## src/rtl/collision_engine.sv

```systemverilog
// Per-frame collision and scoring engine for air hockey: drives ball direction bits,
// keeps both scores and sequences goal-hold, serve and game-over.
module collision_engine #(
  parameter int COORD_W     = 11,
  parameter int SCREEN_W    = 320,
  parameter int SCREEN_H    = 240,
  parameter int BALL_SIZE   = 4,
  parameter int PADDLE_W    = 4,
  parameter int PADDLE_H    = 40,
  parameter int GOAL_TOP    = 80,
  parameter int GOAL_BOT    = 160,
  parameter int SCORE_W     = 4,
  parameter int WIN_SCORE   = 7,
  parameter int HOLD_FRAMES = 60
) (
  input  logic               clock,
  input  logic               reset_n,
  input  logic               enable,
  input  logic [COORD_W-1:0] x_ball,
  input  logic [COORD_W-1:0] y_ball,
  input  logic [COORD_W-1:0] x_paddle1,
  input  logic [COORD_W-1:0] y_paddle1,
  input  logic [COORD_W-1:0] x_paddle2,
  input  logic [COORD_W-1:0] y_paddle2,
  output logic               horizontal,
  output logic               vertical,
  output logic               stop,
  output logic               serve,
  output logic               goal_p1,
  output logic               goal_p2,
  output logic [SCORE_W-1:0] score1,
  output logic [SCORE_W-1:0] score2,
  output logic               game_over
);

  localparam int CW1    = COORD_W + 1;
  localparam int HOLD_W = (HOLD_FRAMES > 1) ? $clog2(HOLD_FRAMES) : 1;

  localparam logic [CW1-1:0]     L_ZERO   = CW1'(0);
  localparam logic [CW1-1:0]     L_BALL   = CW1'(BALL_SIZE);
  localparam logic [CW1-1:0]     L_PAD_W  = CW1'(PADDLE_W);
  localparam logic [CW1-1:0]     L_PAD_H  = CW1'(PADDLE_H);
  localparam logic [CW1-1:0]     L_SCR_W  = CW1'(SCREEN_W);
  localparam logic [CW1-1:0]     L_SCR_H  = CW1'(SCREEN_H);
  localparam logic [CW1-1:0]     L_GTOP   = CW1'(GOAL_TOP);
  localparam logic [CW1-1:0]     L_GBOT   = CW1'(GOAL_BOT);
  localparam logic [SCORE_W-1:0] L_WIN    = SCORE_W'(WIN_SCORE);
  localparam logic [SCORE_W-1:0] L_SMAX   = {SCORE_W{1'b1}};
  localparam logic [SCORE_W-1:0] L_SONE   = SCORE_W'(1);
  localparam logic [HOLD_W-1:0]  L_HLAST  = HOLD_W'(HOLD_FRAMES - 1);
  localparam logic [HOLD_W-1:0]  L_HONE   = HOLD_W'(1);

  typedef enum logic [1:0] {
    S_PLAY  = 2'd0,
    S_HOLD  = 2'd1,
    S_SERVE = 2'd2,
    S_OVER  = 2'd3
  } state_t;

  state_t              r_state;
  logic [HOLD_W-1:0]   r_hold;
  logic                r_last_p2;
  logic                r_horizontal;
  logic                r_vertical;
  logic                r_stop;
  logic                r_serve;
  logic                r_goal_p1;
  logic                r_goal_p2;
  logic [SCORE_W-1:0]  r_score1;
  logic [SCORE_W-1:0]  r_score2;
  logic                r_game_over;

  // Sums are one bit wider than the coordinates so they never wrap.
  logic [CW1-1:0] w_xb, w_yb, w_xb_r, w_yb_b;
  logic [CW1-1:0] w_x1, w_y1, w_x1_r, w_y1_b;
  logic [CW1-1:0] w_x2, w_y2, w_x2_r, w_y2_b;
  logic           w_in_goal, w_at_left, w_at_right, w_at_top, w_at_bot;
  logic           w_left_goal, w_right_goal, w_hit_p1, w_hit_p2, w_win;
  logic [SCORE_W-1:0] w_score1_inc, w_score2_inc;

  assign w_xb   = {1'b0, x_ball};
  assign w_yb   = {1'b0, y_ball};
  assign w_x1   = {1'b0, x_paddle1};
  assign w_y1   = {1'b0, y_paddle1};
  assign w_x2   = {1'b0, x_paddle2};
  assign w_y2   = {1'b0, y_paddle2};
  assign w_xb_r = w_xb + L_BALL;
  assign w_yb_b = w_yb + L_BALL;
  assign w_x1_r = w_x1 + L_PAD_W;
  assign w_y1_b = w_y1 + L_PAD_H;
  assign w_x2_r = w_x2 + L_PAD_W;
  assign w_y2_b = w_y2 + L_PAD_H;

  assign w_in_goal    = (w_yb >= L_GTOP) && (w_yb <= L_GBOT);
  assign w_at_left    = (w_xb <= L_ZERO);
  assign w_at_right   = (w_xb_r >= L_SCR_W);
  assign w_at_top     = (w_yb <= L_ZERO);
  assign w_at_bot     = (w_yb_b >= L_SCR_H);
  assign w_left_goal  = w_at_left && w_in_goal;
  assign w_right_goal = w_at_right && w_in_goal;

  assign w_hit_p1 = (w_xb <= w_x1_r) && (w_xb_r >= w_x1) && (w_yb <= w_y1_b) && (w_yb_b >= w_y1);
  assign w_hit_p2 = (w_xb <= w_x2_r) && (w_xb_r >= w_x2) && (w_yb <= w_y2_b) && (w_yb_b >= w_y2);

  assign w_score1_inc = (r_score1 == L_SMAX) ? r_score1 : r_score1 + L_SONE;
  assign w_score2_inc = (r_score2 == L_SMAX) ? r_score2 : r_score2 + L_SONE;
  assign w_win        = (r_score1 >= L_WIN) || (r_score2 >= L_WIN);

  // Game FSM with all outputs registered.
  always_ff @(posedge clock or negedge reset_n) begin
    if (!reset_n) begin
      r_state      <= S_PLAY;
      r_hold       <= '0;
      r_last_p2    <= 1'b0;
      r_horizontal <= 1'b0;
      r_vertical   <= 1'b1;
      r_stop       <= 1'b0;
      r_serve      <= 1'b0;
      r_goal_p1    <= 1'b0;
      r_goal_p2    <= 1'b0;
      r_score1     <= '0;
      r_score2     <= '0;
      r_game_over  <= 1'b0;
    end else begin
      r_serve   <= 1'b0;
      r_goal_p1 <= 1'b0;
      r_goal_p2 <= 1'b0;
      case (r_state)
        S_PLAY: begin
          if (enable) begin
            if (w_left_goal) begin
              r_score2  <= w_score2_inc;
              r_goal_p2 <= 1'b1;
              r_stop    <= 1'b1;
              r_hold    <= '0;
              r_last_p2 <= 1'b1;
              r_state   <= S_HOLD;
            end else if (w_right_goal) begin
              r_score1  <= w_score1_inc;
              r_goal_p1 <= 1'b1;
              r_stop    <= 1'b1;
              r_hold    <= '0;
              r_last_p2 <= 1'b0;
              r_state   <= S_HOLD;
            end else begin
              // Direction guard stops a paddle re-flipping the ball while the boxes still overlap.
              if (w_hit_p1 && !r_horizontal) begin
                r_horizontal <= 1'b1;
              end else if (w_hit_p2 && r_horizontal) begin
                r_horizontal <= 1'b0;
              end else if (w_at_left) begin
                r_horizontal <= 1'b1;
              end else if (w_at_right) begin
                r_horizontal <= 1'b0;
              end else begin
                r_horizontal <= r_horizontal;
              end
              if (w_at_top) begin
                r_vertical <= 1'b0;
              end else if (w_at_bot) begin
                r_vertical <= 1'b1;
              end else begin
                r_vertical <= r_vertical;
              end
            end
          end else begin
            r_state <= S_PLAY;
          end
        end
        S_HOLD: begin
          r_stop <= 1'b1;
          if (enable) begin
            if (r_hold == L_HLAST) begin
              r_hold <= '0;
              if (w_win) begin
                r_state     <= S_OVER;
                r_game_over <= 1'b1;
              end else begin
                r_state <= S_SERVE;
              end
            end else begin
              r_hold <= r_hold + L_HONE;
            end
          end else begin
            r_hold <= r_hold;
          end
        end
        S_SERVE: begin
          r_serve      <= 1'b1;
          r_stop       <= 1'b0;
          r_vertical   <= 1'b1;
          r_horizontal <= r_last_p2;
          r_state      <= S_PLAY;
        end
        S_OVER: begin
          r_stop      <= 1'b1;
          r_game_over <= 1'b1;
        end
        default: begin
          r_state <= S_PLAY;
        end
      endcase
    end
  end

  assign horizontal = r_horizontal;
  assign vertical   = r_vertical;
  assign stop       = r_stop;
  assign serve      = r_serve;
  assign goal_p1    = r_goal_p1;
  assign goal_p2    = r_goal_p2;
  assign score1     = r_score1;
  assign score2     = r_score2;
  assign game_over  = r_game_over;

endmodule

```

## config.mk

```make
export PLATFORM = sky130hd
export DESIGN_NAME = collision_engine
export DESIGN_NICKNAME = d
export VERILOG_FILES = /design/src/rtl/collision_engine.sv
export SDC_FILE = /design/constraint.sdc
export NUM_CORES = 1
export LEC_CHECK = 0
export BUFFER_PORTS_ARGS = -buffer_cell sky130_fd_sc_hd__buf_2
export CELL_PAD_IN_SITES_DETAIL_PLACEMENT = 0
export CELL_PAD_IN_SITES_GLOBAL_PLACEMENT = 2
export CORE_MARGIN = 4
export CORE_UTILIZATION = 36
export CTS_CLUSTER_SIZE = 30
export DETAILED_ROUTE_END_ITERATION = 6
export PLACE_DENSITY_LB_ADDON = 0.2
export SYNTH_ARGS = -nofsm -noshare
export SYNTH_HDL_FRONTEND = slang
export SYNTH_SLANG_ARGS = --single-unit
export TNS_END_PERCENT = 30
```

## constraint.sdc

```tcl
create_clock -name clock -period 2.9 [get_ports clock]
set_input_delay 0.29 -clock clock [delete_from_list [all_inputs] [get_ports clock]]
set_output_delay 0.29 -clock clock [all_outputs]
set_load 0.01 [all_outputs]
```

* Word-level counts from Yosys, hierarchy flattened *
Cells that the tools add are included.

operators by class
  add/sub/neg operators = 9
  multiplexer cells = 45
  reduce and logical (&&, ||, !) cells = 29
  bitwise operators = 3
  eq/ne operators = 16
  shifts and indexed selects = 0
  magnitude comparators = 16
  multipliers = 0
  divide/modulo/power cells = 0

operator list
  operator               number
  $add 11x3->12 const B  4
  $ge 12x11->1           4
  $le 11x12->1           4
  $mux 6                 5
  $mux 1                 29
  $add 11x6->12 const B  2
  $le 11x1->1 const B    2
  $reduce_and 4->1       4
  $reduce_and 5->1       3
  $ge 12x8->1 const B    1
  $ge 12x9->1 const B    1
  $ne 2x2->1 const B     6
  $pmux 6 s2             1
  $ge 11x7->1 const B    1
  $le 11x8->1 const B    1
  $logic_and 1x1->1      11
  $mux 2                 5
  $add 4x1->4 const B    2
  $eq 4x4->1 const B     2
  $ge 4x3->1 const B     2
  $reduce_bool 2->1      4
  $add 6x1->6 const B    1
  $eq 6x6->1 const B     1
  $ne 3x3->1 const B     2
  other kinds (15)       20

word-level totals
  memories kept = 0
  input port bits = 69
  ROM bits = 0
  bits in registers = 24
  latch bits = 0
  RAM bits = 0

* Logic depth before layout (Yosys ltp) *
Gate-level depths: netlist (run 1).

  depth in word-level cells = 12
  depth in mapped cells = 14
  depth with buffers taken out = 14

* Least setup slack after synthesis (run 1) *
Ideal clock, no wire load.

  path kind = input port to flip-flop
  from = input y_paddle2[3]
  to = register r_horizontal (netlist: horizontal)
  arrival = 2.613 ns
  stages = 12
  buffers on the path = 0
  path slack = 0.153 ns
  data required time = 2.766 ns
  cell sequence = ha_1 > o2111ai_1 > xnor2_1 > ha_1 > nand4_1 > or4_1 > o31ai_1 > a21oi_1 > a2111oi_2 > o22ai_1 > o31ai_1 > nand3_1

between the ends
  word-level cells in the longest chain between the ends = 11
  elaborated cells between the ends (all ways) = 14
  classes of those cells = add/sub: 1; order compare: 2; eq/ne: 1; mux: 6; reduce/logical: 4

ends and longest elaborated chain
  what                  line  text
  start, declared       24    input logic [COORD_W-1:0] y_paddle2,
  $add 11x6->12         92    assign w_y2_b = w_y2 + L_PAD_H;
  $le 11x12->1          103   assign w_hit_p2 = (w_xb <= w_x2_r) && (w_xb_r >= w_x2) && (w_yb <= w_y2_b) && (w_yb_b >= w_y2);
  $logic_and 1x1->1     103
  $logic_and 1x1->1 *   103
  $logic_and 1x1->1 *   149   end else if (w_hit_p2 && r_horizontal) begin
  $mux 1                149
  $mux 1                147   if (w_hit_p1 && !r_horizontal) begin
  $mux 1                138   end else if (w_right_goal) begin
  $mux 1                131   if (w_left_goal) begin
  $mux 1                130   if (enable) begin
  $pmux 1 s2            128   case (r_state)
  end signal, assigned  156   r_horizontal <= r_horizontal;
  end signal, assigned  192   r_horizontal <= r_last_p2;
  end, declared         63    logic r_horizontal;

Every way passes the cells marked *; elsewhere a longest branch is shown, timed or not. The select of a mux whose other input is x is not followed.
A chain may end at the register's enable or synchronous reset.

* Final worst setup path (run 1) *
  from = input y_paddle2[4]
  to = register r_horizontal (netlist: horizontal)

The elaborated chain is that of the path after synthesis.

==> results of run 1 <==
final cells by class:
cell class                      count  area, sq um  area share [%]
Multi-Input combinational cell    426         3495           62.92
Clock buffer                        4        88.84           1.599
Tap cell                          143        178.9           3.221
Timing Repair Buffer              155        960.9           17.30
Inverter                           61        229.0           4.123
Sequential cell                    24        601.8           10.84
final timing paths:
kind,startpoint,to,slack [ns],cells after the start
worst max-delay path,y_paddle2[4],horizontal,0.1,14
worst max register to register,r_hold[0],r_state[0],0.80,6
max in group asynchronous,reset_n,vertical,2.50,1
min in group clock,enable,game_over,0.37,3
worst min-delay path,reset_n,r_hold[3],0.02,1
worst min register to register,game_over,game_over,0.49,2
timing repair:
action	in CTS	in global routing
endpoints found under the setup margin	0	1
buffers inserted	0	3
resized for setup	0	28
state kept, by name, summed over array words and instances (netlist names), 2 cells and up:
signal   cells
score1       4
score2       4
r_hold       6
r_state      2
power by group:
group / internal (mW) / switching, mW
combinational: 0.485 / 0.576
clock: 0.211 / 0.122
sequential: 0.408 / 0.0779
total: 1.10 / 0.776
worst register-to-register path: cells and delay by family, from the launching register on:
family	cells	cell delay, ns
AOI/OAI and AO/OA	2	0.71
and+or+nand+nor	2	0.31
adders and majority gates	1	0.23
DFF	1	0.38
muxes	1	0.36
cell usage in the layout, fill, tap and decap left out, types with 3 or more instances in the layout:
master,synthesis,final
and3_1,4,4
o31ai_1,6,4
inv_1,60,58
nor3_1,16,14
mux2i_1,4,4
buf_4,1,74
nand3_1,33,32
nand2_1,31,31
clkbuf_16,0,3
xor2_1,9,8
nor2b_1,6,6
buf_2,1,81
a221o_1,3,3
o21bai_1,3,3
o22ai_1,4,3
nand2b_1,8,8
o211ai_1,3,3
a211oi_1,6,5
o21ai_0,16,16
a21o_1,10,10
a21oi_2,1,4
dfrtp_1,23,23
nand4_1,23,23
xnor2_1,33,33
a21oi_1,34,31
ha_1,95,94
nor2_1,22,21
and4_1,3,3
mux2_2,3,3
inv_2,1,3
logic make-up (layout without fill, tap and decap cells):
group / count (synthesis) / in the layout / share of synthesized area (%)
flip-flops: 24 / 24 / 14.29
AND/OR/NAND/NOR: 166 / 166 / 21.34
multiplexers: 9 / 9 / 2.377
adder cells (fa/ha/maj): 95 / 95 / 28.23
XOR/XNOR: 42 / 42 / 8.737
AO/OA/AOI/OAI: 114 / 114 / 18.93
buffers and inverters: 65 / 220 / 6.092
stage by stage:
stage | total power [mW] | utilization, % | cell area (sq um) | cells
finish | 1.881 | 48.64 | 5554 | 813
global route | 2.057 | 48.64 | 5554 | 813
CTS | 1.847 | 47.15 | 5384 | 810
detailed placement | 1.507 | 46.37 | 5295 | 806
global placement | 1.476 | 46.37 | 5295 | 806
floorplan | 1.128 | - | 4210 | 515
layer usage:
layer | global-route usage [%] | up-vias
met5 | 0 | -
met4 | 4.795 | 0
met3 | 1.865 | 30
met2 | 32.80 | 101
met1 | 23.74 | 1994
li1 | - | 2213
==> metrics.yaml, run 1 <==
status: "finished clean"
synth-seq-area-share_pct: 14.29
min_period_ns: 2.803
worst-path-buf-inv: 2
cts_root_buf: "clkbuf_16"
async_reset_ff_share_pct: 100.0
chipWidth_um: 116.1
drc: 0
port_buffers: 83
postSynthAreaPerCell_sq_um: 8.175
synth.area.top_cells: "ha_1, dfrtp_1, xnor2_1, inv_1, a21oi_1"
drive_gt1_share_pct: 30.30
place_ws_ns: -0.2079
num_antenna_cells: 0
finalSetupViolations: 0
clock-sinks: 24
ys_ff_latch: 24
finalCritPeriodShare_pct: 96.64
synthFlopType: "dfrtp_1"
ys.warnings.count: 0
dr.pass1.iters: 4
grt_usage_pct: 18.40
rows: 39
skew_ns: 0.001857
start_kind: "input port"
synth_edf_count: 0
n_fill_cell: 1181
core_area_sq_um: 11420
cts.htree.levels: 1
grt_start_max_net_pins: 25
detail-route-antenna-nets: 0
p_leak_nw: 2.800
via_per_inst: 5.336
fmax_mhz: 356.8
tns_ns: 0
crit_type: "input port to flop"
initial_core_util_pct: 36.87
min-delay-path-class: "input port to async pin"
hold_buffers: 0
place.detailed.hpwl_um: 10630
synth_top_cell_by_area: "ha_1"
insertion_delay_ns: 0.26
first_global_vias: 4340
routed_wl_um: 12400
synthCells: 515
cap_violations: 0
crit_fanout: 3
hold_viol: 0
antenna_found_initial: 0
tightest_slew_ns: 0.6387
worst_slack_ns: 0.09746
drt-met1-wl_um: 5506
cp_top_family: "compound AO/OA/AOI/OAI gates"
yosysUniqueCellTypes: 74
peakVddDrop_mv: 0.2816
hold-worst-slack_ns: 0.01865
slowest_delay_ns: 0.51
cpMostUsedCell: "buf_4"
cts_tree: "yes"
clkSlewWorstSetupHoldPaths_ns: 0.06
dr_wl_met3_um: 495
die_h_um: 116.1
final_nets: 835
slew_headroom_pct: 56.97
cts_buffers: 3
final-max-slew-violation-count: 0
end_kind: "flop"
yosysMostFrequentCell: "ha_1"
dieArea_sq_um: 13490
gp_congestion: 0.7974
syn-cell-area_sq_um: 4210
route.vias.total: 4338
ios: 84
crit_path_top_delay_cell: "or4_4"
dr_wl_met2_um: 6083
wire_per_inst_um: 15.25
drtIter0Drc: 119
crit_chain: "buf_4 > ha_4 > o2111ai_4 > xnor2_1 > ha_1 > nand4_1 > or4_4 > o31ai_4 > a21oi_2 > a2111oi_4 > buf_4 > o22ai_2 > o31ai_2 > nand3_1"
top_layer_used: "met4"
synth_commonest_cells: "ha_1, inv_1, a21oi_1, nand3_1, xnor2_1"
synthesis.nets: 679
arrival_ns: 2.94
grt-ovfl-total: 0
syn_to_final_growth_pct: 31.92
power_per_cell_area_nw_per_um2: 338.6
synth.top_cell.area_share_pct: 28.23
grt_pass1_wl_um: 20360
crit_required_ns: 3.04
clockBufferDepth: 2
No activity file was read; power rests on OpenSTA's default activity.
==> run 2, diff against run 1 <==
--- a/config.mk
+++ b/config.mk
@@ -10,3 +10,2 @@
 export CELL_PAD_IN_SITES_GLOBAL_PLACEMENT = 2
-export CORE_MARGIN = 4
 export CORE_UTILIZATION = 36
==> constraint.sdc (replaced) <==
create_clock -name clock -period 2.9 [get_ports clock]
set_input_delay 0.58 -clock clock [delete_from_list [all_inputs] [get_ports clock]]
set_output_delay 0.58 -clock clock [all_outputs]
set_load 0.01 [all_outputs]
==> run 2 against run 1 <==
- the flow now finishes with violations (setup timing)
- final cell count rose by 7.4%
- maximum frequency fell by 11%
- count of clock-buffer cells in the layout down 1
- global-route usage rose by 2.0 points
- power up 8.3%
- sequential cell count is the same
- setup slack lost 0.33 ns
- die area decreased by 10%
- core utilization increased by 4.1 points
- clock skew rose by 0.0061 ns
- sequential share of layout area decreased by 0.84 points
- combinational power increased by 8%
- critical path type unchanged
- largest power group unchanged
==> metrics.yaml, run 2 (synthesis gave the netlist of run 1 again) <==
status: "complete, but fails checks"
failed_checks: "setup timing"
hold_buffers: 0  # unchanged
fmax_mhz: 319.2  # -11%
finalCritPeriodShare_pct: 108.0  # +11 points
hold-worst-slack_ns: 0.2950  # +0.2764 ns
routed_wl_um: 12400  # unchanged
num_antenna_cells: 0  # unchanged
detail-route-antenna-nets: 0  # unchanged
syn_to_final_growth_pct: 42.97
grt_pass1_wl_um: 19760  # -2.9%
r2r_end: "horizontal"
worst_slack_ns: -0.2324  # -0.3299 ns
p_sw_share_pct: 38.76  # -2.5 points
p_leak_nw: 3.102  # +11%
drc: 0  # unchanged
min_period_ns: 3.132  # +0.3299 ns
r2r_cells: 8  # +2
finalSetupViolations: 1  # +1
grt_usage_pct: 20.42  # +2.0 points
antenna_found_initial: 0  # unchanged
crit_path_top_delay_cell: "or4_4"
rsz0062_at_grt: "true"
crit_end: "horizontal"
r2r_start: "horizontal"
start_kind: "input port"
grt-ovfl-total: 0  # unchanged
clock-sinks: 24  # unchanged
crit_type: "input port to flop"
gp_congestion: 0.8238  # +3.3%
clkPwrFrac_pct: 19.5  # +1.8 points
pwr-share-seq_pct: 24.0  # -1.9 points
chipWidth_um: 110.1  # -5.2%
startpoint: "y_paddle2[4]"
skew_ns: 0.007952  # +0.006095 ns
crit_chain: "buf_8 > a21oi_4 > nor3_4 > buf_4 > xnor2_1 > ha_1 > nand4_1 > or4_4 > o31ai_2 > a21oi_2 > a2111oi_2 > buf_4 > buf_6 > nor4_2 > o31ai_1 > nand3_1"
peakVddDrop_mv: 0.3483  # +24%
cap_violations: 0  # unchanged
drt-met1-wl_um: 5602  # +1.7%
insertion_delay_ns: 0.26  # about the same
combPwrFrac_pct: 56.4  # about the same
final_nets: 895  # +7.2%
p_total_mw: 2.037  # +8.3%
arrival_ns: 3.27  # +0.33 ns
final_cell_mix: "buf_4, ha_1, buf_2, inv_1, xnor2_1"
route.vias.total: 4493  # +3.6%
rows: 39  # unchanged
initial_core_util_pct: 36.87  # unchanged
fin_cells: 873  # +7.4%
port_buffers: 83  # unchanged
core_area_sq_um: 11420  # unchanged
worst-path-buf-inv: 4  # +2
slowest_delay_ns: 0.53  # +0.02 ns
cts_tree: "yes"
largest_reg_flops: 6  # unchanged
dr.pass1.iters: 4  # unchanged
first_global_vias: 4395  # +1.3%
die_h_um: 110.1  # -5.2%
slew_headroom_pct: 62.33  # +5.4 points
top_layer_used: "met4"
wire_per_inst_um: 14.20  # -6.9%
tightest_slew_ns: 0.5509  # -0.08783 ns
rrSetupSlack_ns: 0.94  # +0.14 ns
grt_start_max_net_pins: 25  # unchanged
intPower_mw: 1.248  # +13%
tns_ns: -0.2324  # -0.2324 ns
end_kind: "flop"
cts_buffers: 3  # unchanged
place_ws_ns: -0.5823  # -0.3744 ns
cts_root_buf: "clkbuf_16"
switchingPower_uw: 789.7  # +1.7%
final_common_cell: "buf_4"
place.detailed.hpwl_um: 10680  # +0.53%
crit_required_ns: 3.04  # about the same
dr_wl_met2_um: 6407  # +5.3%
power_per_cell_area_nw_per_um2: 338.4  # about the same
drtIter0Drc: 133  # +12%
cp_top_family: "simple AND/OR/NAND/NOR gates"
min-delay-path-class: "input port to async pin"
cpMostUsedCell: "buf_4"
ios: 84  # unchanged
hold_viol: 0  # unchanged
drive_gt1_share_pct: 35.75  # +5.5 points
dr_wl_met3_um: 364  # -26%
clkSlewWorstSetupHoldPaths_ns: 0.07  # about the same
cp.depth: 16  # +2
final-max-slew-violation-count: 0  # unchanged
crit_fanout: 3  # unchanged
via_per_inst: 5.147  # -3.5%
place_inst: 864  # +7.2%
dieArea_sq_um: 12130  # -10%
cts.htree.levels: 1  # unchanged
top_register: "r_hold"
clockBufferDepth: 2  # unchanged
## run 2: cell types whose count changed in the layout (fill, tap and decap cells not counted), sizes merged
cell	before	now
bufinv	0	1
buf	155	215
clkbuf	4	3
## run 2: cell type report
class / count / area [sq um]
Fill cell: 1154 / 5399
Tap cell: 143 / 178.9
Inverter: 61 / 231.5
Sequential cell: 24 / 601.8
Clock buffer: 3 / 75.07
Multi-Input combinational cell: 426 / 3466
Timing Repair Buffer: 215 / 1436
Clock inverter: 1 / 30.03
## run 2: how the worst min path moves through the flow
stage / endpoint / slack, ns / depth (start not counted)
finish: r_hold[0] / 0.30 / 1
global route: r_hold[0] / 0.35 / 1
CTS: r_hold[0] / 0.32 / 1
detailed placement: game_over / 0.48 / 2
global placement: game_over / 0.46 / 2
floorplan: game_over / 0.28 / 0
## run 2: timing repair
item / 4_1_cts / 5_1_grt
endpoints found under the setup margin: 1 / 1
setup buffers: 3 / 2
pin swaps: 16 / 11
resized for setup: 16 / 9
## run 2: through the flow
step | area (sq um) | utilization (%)
4_1_cts | 5957 | 52.17
5_1_grt | 6020 | 52.72
3_5_place_dp | 5761 | 50.45
6_report | 6020 | 52.72
2_1_floorplan | 4240 | -
3_3_place_gp | 5761 | 50.45
## run 2: worst reg2reg max path: stages (launching register included)
cell,delay (ns)
dfrtp_1,0.57
nand4_1,0.16
a2bb2oi_2,0.20
a2111oi_2,0.30
buf_4,0.18
buf_6,0.10
nor4_2,0.04
o31ai_1,0.20
nand3_1,0.10
## run 2: layer usage
| metal | global-route usage, % | vias to the layer above |
|---|---|---|
| met1 | 25.33 | 2090 |
| met3 | 1.764 | 2 |
| met2 | 40.00 | 72 |
| li1 | - | 2329 |
| met4 | 0.2820 | 0 |
| met5 | 0 | - |
## run 2: power groups by stage
stage          logic (mW)  registers, mW  clock network [mW]
2_1_floorplan       0.646          0.486                   0
3_3_place_gp         1.08          0.492                   0
3_5_place_dp         1.11          0.496                   0
4_1_cts              1.14          0.491               0.405
5_1_grt              1.29          0.503               0.420
6_report             1.15          0.490               0.398
